===== src/rtl/myo_status_frame_decoder_if.sv =====
// Word stream from the SPI front end into the Myo status frame decoder.
interface myo_status_frame_decoder_if;
  logic        frame_start;
  logic [7:0]  motor_index;
  logic        word_valid;
  logic [15:0] word_data;

  modport master (output frame_start, motor_index, word_valid, word_data);
  modport slave  (input  frame_start, motor_index, word_valid, word_data);
endinterface


===== src/rtl/myo_status_frame_decoder.sv =====
// Assembles 7-word Myo status frames into per-motor state registers,
// with frame abort/timeout error reporting and a slot-0 update-rate meter.
module myo_status_frame_decoder #(
  parameter int NUMBER_OF_MOTORS = 6,
  parameter int CLOCK_FREQ_HZ    = 50000000,
  parameter int TIMEOUT_CYCLES   = 1000
) (
  input  logic                              clock,
  input  logic                              reset_n,
  myo_status_frame_decoder_if.slave         bus,
  output logic [NUMBER_OF_MOTORS-1:0][31:0] positions,
  output logic [NUMBER_OF_MOTORS-1:0][15:0] velocities,
  output logic [NUMBER_OF_MOTORS-1:0][15:0] currents,
  output logic [NUMBER_OF_MOTORS-1:0][31:0] displacements,
  output logic                              frame_done,
  output logic [7:0]                        frame_done_motor,
  output logic                              frame_error,
  output logic [15:0]                       error_count,
  output logic [31:0]                       actual_update_frequency
);
  localparam logic [8:0] NM = 9'(NUMBER_OF_MOTORS);
  localparam int TW = $clog2(TIMEOUT_CYCLES + 1);
  localparam int WW = (CLOCK_FREQ_HZ > 1) ? $clog2(CLOCK_FREQ_HZ) : 1;

  typedef enum logic [1:0] {IDLE, RECV, COMMIT} state_t;

  state_t          r_state, w_nxt;
  logic [7:0]      r_idx;
  logic [2:0]      r_wcnt;
  logic [15:0]     r_sh [1:6];
  logic [TW-1:0]   r_timer;
  logic [WW-1:0]   r_win;
  logic [31:0]     r_rate_cnt;
  logic            w_idx_ok, w_start, w_store, w_commit, w_err;
  logic            w_wrap, w_commit0;

  assign w_idx_ok  = {1'b0, bus.motor_index} < NM;
  assign w_wrap    = (r_win == WW'(CLOCK_FREQ_HZ - 1));
  assign w_commit0 = w_commit && (r_idx == 8'd0);

  always_ff @(posedge clock) begin
    if (!reset_n) r_state <= IDLE;
    else          r_state <= w_nxt;
  end

  always_comb begin
    w_nxt    = r_state;
    w_start  = 1'b0;
    w_store  = 1'b0;
    w_commit = 1'b0;
    w_err    = 1'b0;
    case (r_state)
      IDLE: begin
        if (bus.frame_start) begin
          if (w_idx_ok) begin w_start = 1'b1; w_nxt = RECV; end
          else            w_err = 1'b1;
        end
      end
      RECV: begin
        // A new frame_start always aborts the frame in flight
        if (bus.frame_start) begin
          w_err = 1'b1;
          if (w_idx_ok) begin w_start = 1'b1; w_nxt = RECV; end
          else            w_nxt = IDLE;
        end else if (bus.word_valid) begin
          w_store = 1'b1;
          if (r_wcnt == 3'd6) w_nxt = COMMIT;
        end else if (r_timer == TW'(TIMEOUT_CYCLES - 1)) begin
          w_err = 1'b1;
          w_nxt = IDLE;
        end
      end
      COMMIT: begin
        w_commit = 1'b1;
        w_nxt    = IDLE;
        if (bus.frame_start) begin
          if (w_idx_ok) begin w_start = 1'b1; w_nxt = RECV; end
          else            w_err = 1'b1;
        end
      end
      default: w_nxt = IDLE;
    endcase
  end

  always_ff @(posedge clock) begin
    if (!reset_n) begin
      r_idx                   <= '0;
      r_wcnt                  <= '0;
      r_timer                 <= '0;
      r_win                   <= '0;
      r_rate_cnt              <= '0;
      for (int k = 1; k <= 6; k++) r_sh[k] <= '0;
      positions               <= '0;
      velocities              <= '0;
      currents                <= '0;
      displacements           <= '0;
      frame_done              <= 1'b0;
      frame_done_motor        <= '0;
      frame_error             <= 1'b0;
      error_count             <= '0;
      actual_update_frequency <= '0;
    end else begin
      frame_done  <= w_commit;
      frame_error <= w_err;
      if (w_err && error_count != 16'hFFFF) error_count <= error_count + 16'd1;

      // w0 is status only, so a coincident word just advances the counter
      if (w_start) begin
        r_idx   <= bus.motor_index;
        r_wcnt  <= bus.word_valid ? 3'd1 : 3'd0;
        r_timer <= '0;
      end else if (w_store) begin
        for (int k = 1; k <= 6; k++)
          if (r_wcnt == 3'(k)) r_sh[k] <= bus.word_data;
        r_wcnt  <= r_wcnt + 3'd1;
        r_timer <= '0;
      end else if (r_state == RECV) begin
        r_timer <= r_timer + TW'(1);
      end

      if (w_commit) begin
        for (int m = 0; m < NUMBER_OF_MOTORS; m++) begin
          if (r_idx == 8'(m)) begin
            positions[m]     <= {r_sh[1], r_sh[2]};
            velocities[m]    <= r_sh[3];
            currents[m]      <= r_sh[4];
            displacements[m] <= {r_sh[5], r_sh[6]};
          end
        end
        frame_done_motor <= r_idx;
      end

      if (w_wrap) begin
        r_win                   <= '0;
        actual_update_frequency <= r_rate_cnt + 32'(w_commit0);
        r_rate_cnt              <= '0;
      end else begin
        r_win      <= r_win + WW'(1);
        r_rate_cnt <= r_rate_cnt + 32'(w_commit0);
      end
    end
  end
endmodule


===== src/flat_wrapper.sv =====
// flat-port wrapper written by rule: the top's interface ports become plain ports
module myo_status_frame_decoder_flat 
#(
  parameter int NUMBER_OF_MOTORS = 6,
  parameter int CLOCK_FREQ_HZ    = 50000000,
  parameter int TIMEOUT_CYCLES   = 1000
)
  (clock, reset_n, positions, velocities, currents, displacements, frame_done, frame_done_motor, frame_error, error_count, actual_update_frequency, bus_frame_start, bus_motor_index, bus_word_valid, bus_word_data);
  myo_status_frame_decoder_if bus_i ();
  input  logic clock;
  input  logic reset_n;
  output logic [NUMBER_OF_MOTORS-1:0][31:0] positions;
  output logic [NUMBER_OF_MOTORS-1:0][15:0] velocities;
  output logic [NUMBER_OF_MOTORS-1:0][15:0] currents;
  output logic [NUMBER_OF_MOTORS-1:0][31:0] displacements;
  output logic frame_done;
  output logic [7:0] frame_done_motor;
  output logic frame_error;
  output logic [15:0] error_count;
  output logic [31:0] actual_update_frequency;
  input wire logic [$bits(bus_i.frame_start)-1:0] bus_frame_start;
  input wire logic [$bits(bus_i.motor_index)-1:0] bus_motor_index;
  input wire logic [$bits(bus_i.word_valid)-1:0] bus_word_valid;
  input wire logic [$bits(bus_i.word_data)-1:0] bus_word_data;
  assign bus_i.frame_start = bus_frame_start;
  assign bus_i.motor_index = bus_motor_index;
  assign bus_i.word_valid = bus_word_valid;
  assign bus_i.word_data = bus_word_data;
  myo_status_frame_decoder #(.NUMBER_OF_MOTORS(NUMBER_OF_MOTORS), .CLOCK_FREQ_HZ(CLOCK_FREQ_HZ), .TIMEOUT_CYCLES(TIMEOUT_CYCLES)) u_core (.clock(clock), .reset_n(reset_n), .bus(bus_i), .positions(positions), .velocities(velocities), .currents(currents), .displacements(displacements), .frame_done(frame_done), .frame_done_motor(frame_done_motor), .frame_error(frame_error), .error_count(error_count), .actual_update_frequency(actual_update_frequency));
endmodule

===== config.mk =====
export PLATFORM = sky130hd
export DESIGN_NAME = myo_status_frame_decoder_flat
export DESIGN_NICKNAME = d
export VERILOG_FILES = /design/src/rtl/myo_status_frame_decoder_if.sv /design/src/rtl/myo_status_frame_decoder.sv /design/src/flat_wrapper.sv
export SDC_FILE = /design/constraint.sdc
export NUM_CORES = 2
export LEC_CHECK = 0
export CORE_AREA = 3 3 260 262
export CTS_CLUSTER_SIZE = 25
export DETAILED_ROUTE_END_ITERATION = 10
export DIE_AREA = 0 0 263 265
export GPL_TIMING_DRIVEN = 0
export HOLD_SLACK_MARGIN = 0.12
export PLACE_DENSITY = 0.73
export SLEW_MARGIN = 20
export SYNTH_ARGS = -nofsm -noshare
export SYNTH_HDL_FRONTEND = slang
export SYNTH_SLANG_ARGS = --single-unit
export TNS_END_PERCENT = 100

===== constraint.sdc =====
create_clock -name clock -period 4.6 [get_ports clock]
set_input_delay 0.92 -clock clock [delete_from_list [all_inputs] [get_ports clock]]
set_output_delay 0.92 -clock clock [all_outputs]
set_load 0.02 [all_outputs]

# Word-level counts from Yosys, hierarchy flattened
# Memory sizes are Yosys's and may differ from the RTL's.
# Cells that the tools add are included.
# classes
add_sub_neg,5
eq_ne,20
muxes,62
bitwise_logic,7
reduce_logical,16
magnitude_cmp,1
# op_table
op,n
$mux W16,6
$mux W1,45
$add A32 B1 Y32,1
$add A26 B1 Y26 const B,1
$eq A26 B26 Y1 const B,1
$add A16 B1 Y16 const B,1
$eq A8 B2 Y1 const B,2
$eq A8 B3 Y1 const B,2
$ne A16 B16 Y1 const B,1
$mux W2,7
$reduce_and A2 Y1,6
$add A10 B1 Y10 const B,1
$eq A10 B10 Y1 const B,1
$eq A3 B3 Y1 const B,3
$eq A8 B1 Y1 const B,1
$logic_not A8 Y1,1
$lt A8 B3 Y1 const B,1
$ne A4 B3 Y1 const B,2
$eq A3 B2 Y1 const B,2
$mux W3,2
$or A1 B1 Y1,6
$pmux W2 S3,1
$reduce_or A3 Y1,2
$reduce_and A4 Y1,1
12 further kinds,14
# totals
ram_bits,96
word_cells,147
in_bits,28
register_bits,715
n_memories,1
output_inout_bits,634
# memory_table
memory,words,word_bits,rd,rd_ports_with_merged_regs,write_ports,line_no,source
u_core.r_sh,6,16,6,0,6,myo_status_frame_decoder.sv:30,logic [15:0] r_sh [1:6];

# Longest topological paths before layout
# logic_depth
depth_word,8
depth_mapped,10
mapped_depth_nobuf,9

# Worst setup path before layout
# OpenSTA, ideal clock, no wires.
# synth_timing
path_kind,input-to-reg
from,input port bus_word_valid
to,"register, netlist name u_core.r_sh[0][100]"
setup_slack_ns,1.460
path_buffers,1
t_arrival_ns,2.729
required_time_ns,4.189
cell_stages,4
setup_ns,0.411
cell_sequence,inv_1 > or3_1 > clkbuf_1 > o21ai_0
# synth_lines
item,line_no,source
from (decl),flat_wrapper.sv:23,input wire logic [$bits(bus_i.word_valid)-1:0] bus_word_valid;

# Final worst setup path
# layout_timing
from,register u_core.r_idx[7]
to,register u_core.actual_update_frequency[29]
# layout_via
elab_chain_len,3
# layout_lines
item,line_no,source
from (decl),myo_status_frame_decoder.sv:28,logic [7:0] r_idx;
from (signal assigned),myo_status_frame_decoder.sv:109,r_idx <= bus.motor_index;
$logic_not A8 Y1,myo_status_frame_decoder.sv:39,assign w_commit0 = w_commit && (r_idx == 8'd0);
$logic_and A1 B1 Y1,myo_status_frame_decoder.sv:39,
$add A32 B1 Y32,myo_status_frame_decoder.sv:135,actual_update_frequency <= r_rate_cnt + 32'(w_commit0);
to (signal assigned),myo_status_frame_decoder.sv:135,
to (decl),myo_status_frame_decoder.sv:19,output logic [31:0] actual_update_frequency
# No other way between the ends.
# A chain may end at the register's enable or synchronous reset.

==> Flow_metrics.wiki <==
{| class="wikitable"
! Metric !! Value
|-
| Number of nets produced by synthesis || 3426
|-
| Post-synthesis instance area || 0.0289 mm2
|-
| CTS Hold Buffers Added || 0
|-
| Global-route total usage across every layer || 32.6%
|-
| First element of the critical path || u_core.r_idx[7]$_SDFFE_PN0N_
|-
| Final critical-path required period || 4300 ps
|-
| Number of iterations in the first detailed-routing pass || 6
|-
| Initial standard-cell utilization of the core || 44.1%
|-
| EDFF count, synth || 96
|-
| Synthesized-area fraction occupied by ao, oa, aoi and oai cells || 12.3%
|-
| Maximum clock insertion buffer count || 3
|-
| Setup WS post-layout || 301 ps
|-
| CP Class || reg2reg
|-
| Global route total overflow || 0
|-
| Proportion of layout cells with a drive suffix above 1 || 4.66%
|-
| Core area || 0.0656 mm2
|-
| Yosys warnings || 0
|-
| Endpoints failing setup || 0
|-
| Routing layer with the top usage in global route || met2
|-
| Resized Gates After CTS || 0
|-
| Slowest cell on the critical path || or4_4
|-
| Placed wire-length estimate after detailed placement || 87600 um
|-
| Mapped Avg Cell Area || 8.54 um2
|-
| Post-synthesis xor/xnor area fraction || 1.85%
|-
| Placement Cell Area || 0.0367 mm2
|-
| Chain of cells forming the critical path || or4_4 -> nor4_2 -> nand2_1 -> inv_2 -> clkbuf_1 -> ha_1 -> nand4_1 -> nor4_1 -> xnor2_1 -> a21oi_1
|-
| Worst path buffer plus inverter count || 2
|-
| Largest family of logic cells by synthesized area || simple AND/OR/NAND/NOR gates
|-
| Maximum capacitance violations || 0
|-
| TritonCTS sink count || 811
|-
| Most instantiated flip-flop cell in the synthesis netlist || dfxtp_1
|-
| Adder-cell share of the synthesized area || 0.433%
|-
| Initial antenna violation count || 8
|-
| Clock tree from TritonCTS || built
|-
| Peak supply drop || 0.241 mV
|-
| # port buffers || 661
|-
| Cell area power density || 365 mW/mm2
|-
| Fraction of synthesized area in multiplexers || 0.173%
|-
| Final-stage net count || 4179
|-
| Routed vias/inst || 5.42
|-
| Number of I/O pins || 662
|-
| Post-Place Cells || 4919
|-
| Die outline area || 0.0697 mm2
|-
| Count of placed standard cells in the final layout, fillers left out || 5076
|-
| Max-slew headroom || 18.9%
|-
| Gate Count Post-Synth || 3388
|-
| Detail-routed net length per standard cell || 23.5 um
|-
| Setup repair after global routing missed its margin || no
|-
| GR met3 Demand/Resource || 8.32%
|-
| Simple-gate share of the synthesized area || 22.4%
|-
| Via count of the first global-routing pass || 25100
|-
| Async SR Flop Fraction || 0%
|-
| Number of DRC markers in iteration 0 || 2866
|-
| Buffers inserted by post-CTS timing repair || 0
|-
| Largest fanout on the critical path || 11
|-
| Maximum achievable frequency || 233 MHz
|-
| Clock slew seen by the registers of the worst setup and hold paths || 60 ps
|-
| Total wirelength of the detailed-routed design || 119000 um
|-
| Actual slew at the worst max-slew pin || 1220 ps
|-
| Die Span Y || 265 um
|-
| Layout Cell Area excl Fill || 0.0395 mm2
|-
| Count of nets left with antenna violations after detail routing || 0
|-
| PnR Total Power || 14.4 mW
|-
| Worst min-delay path category || reg2reg
|-
| Maximum level of the CTS H-tree || 3
|-
| Run status || finished clean
|-
| Critical path's largest stage delay || 560 ps
|-
| Final count of pins violating max slew || 0
|-
| Startpoint type of the worst setup path || register
|-
| Global-route wire length before repair || 169000 um
|-
| Fraction of the yosys area taken by sequential cells || 59.4%
|-
| Period Utilization, post-route || 93.5%
|-
| Clock Root Buffer || clkbuf_16
|-
| WP data required || 5080 ps
|-
| Critical Path Sink Type || register
|-
| Final Hold Fails || 0
|-
| Chip width || 263 um
|-
| FF+latch count, synth || 811
|-
| Global-route met2 utilization || 54.0%
|-
| Layout overhead on the synthesized area || 36.6%
|-
| Largest delay share family, worst path || simple AND/OR/NAND/NOR gates
|-
| RR Startpoint || u_core.r_idx[7]$_SDFFE_PN0N_
|-
| Total number of placement rows || 94
|-
| Number of unique standard cell types used by synthesis || 52
|-
| Largest net degree at the start of global routing || 17
|-
| Leakage || 13.0 nW
|-
| Total Negative Setup Slacks || 0 ps
|-
| Met1 usage in global routing || 39.7%
|-
| Worst-Skew Late Latency || 630 ps
|-
| Total DRC errors in the routed layout || 0
|-
| Number of buffers created by CTS || 84
|-
| Critical Path AT || 4780 ps
|-
| Final Wtd Congestion || 0.897
|-
| Number of vias after detailed routing || 27500
|-
| Worst Skew || 25.3 ps
|-
| Start point of the worst hold path || u_core.positions[17]$_SDFFE_PN0N_
|-
| Dpl ws || 211 ps
|}
## sequential cells by signal, summed over array words and instances, names as in the netlist
register,flops
u_core.r_state,2
u_core.r_sh,96
u_core.velocities,96
u_core.r_idx,8
u_core.frame_done_motor,8
u_core.r_wcnt,3
u_core.positions,192
u_core.error_count,16
u_core.frame_error,1
u_core.displacements,192
u_core.actual_update_frequency,32
u_core.currents,96
u_core.r_timer,10
u_core.frame_done,1
u_core.r_win,26
u_core.r_rate_cnt,32
## through the flow
| stage | hold slack (ps) | util, % |
|---|---|---|
| floorplan | 418 | - |
| global placement | 432 | 55.8 |
| detailed placement | 445 | 56.0 |
| CTS | 453 | 60.2 |
| global route | 470 | 60.2 |
| finish | 451 | 60.2 |
## worst register-to-register path, delay by kind of cell (launching register included)
family	cells	cell delay [ps]
and+or+nand+nor	5	2140
buffers and inverters	2	960
adders and majority gates	1	440
DFF	1	320
xor gates and xnor gates	1	200
AOI/OAI and AO/OA	1	100
## metal layers
metal	wire (um)	vias up	part of all wire, %
li1	-	12600	-
met1	45500	13200	38
met2	56100	1398	47
met3	11400	282	9.6
met4	6200	4	5.2
met5	23	-	0.019
## cells by family (layout without fill, tap and decap cells)
kind of cell / count (synthesis) / after routing
simple gates: 1562 / 1562
flops: 811 / 811
compound gates: 690 / 690
buf+inv: 249 / 1070
xor+xnor: 61 / 61
fa+ha+maj: 10 / 10
mux: 5 / 5
other cells: 0 / 3
## final timing paths
kind / endpoint / slack, ps / depth (start not counted)
worst min-delay path: u_core.positions[17]$_SDFFE_PN0N_ / 450 / 2
worst max register to register: u_core.actual_update_frequency[29]$_SDFFE_PN0P_ / 300 / 10
worst max-delay path: u_core.actual_update_frequency[29]$_SDFFE_PN0P_ / 300 / 10
worst min register to register: u_core.positions[17]$_SDFFE_PN0N_ / 450 / 2
## layout by cell type (no fill, tap or decap), types with 4 or more instances in the layout
master           count
clkbuf_16           86
and3_1              18
xnor2_1             35
o31ai_1              8
o21ai_2              6
and2_1              99
clkbuf_8            18
bufinv_16            4
mux2i_1              5
nand4_1             24
nand3_1             31
or3_1                7
clkbuf_1           201
o21ai_0             29
ha_1                10
nor3_1              17
xor2_1              26
edfxtp_1            96
clkinv_1             6
and4_1               9
inv_1               18
dfxtp_1            715
nor4_1               6
buf_2               38
buf_6                7
nor2_1             111
nand2_1           1208
clkdlybuf4s50_1    661
a21oi_1            625
clkinv_2            13
or4_1               11
clkinvlp_4           7
a211oi_1             9
nand2b_1             4
## cell usage after synthesis (9+ instances only)
library cell | count | area (um2)
nand2_1 | 1208 | 4530
dfxtp_1 | 715 | 14300
a21oi_1 | 625 | 3130
clkbuf_1 | 187 | 702
nor2_1 | 111 | 417
and2_1 | 99 | 619
edfxtp_1 | 96 | 2880
buf_2 | 38 | 190
o21ai_0 | 35 | 175
xnor2_1 | 35 | 307
nand3_1 | 31 | 155
xor2_1 | 26 | 228
nand4_1 | 24 | 150
and3_1 | 18 | 113
inv_1 | 18 | 67.6
nor3_1 | 17 | 85.1
or4_1 | 11 | 82.6
ha_1 | 10 | 125
a211oi_1 | 9 | 67.6
and4_1 | 9 | 78.8
## power by group
group	total, mW	switching (mW)	internal, mW
logic	0.287	0.229	0.0581
registers	7.28	0.0941	7.19
clock network	6.86	2.89	3.97
## area by class of cell
class	count	area (um2)
well taps	864	1080
clock buffers	119	2460
flip-flops and latches	811	17200
diodes	3	7.51
fillers	5822	26100
clock inverters	35	333
inverters	20	75.1
plain buffers	229	923
multi-input cells	2328	10800
repair buffers	667	6680
(Power assumes the default switching activity.)
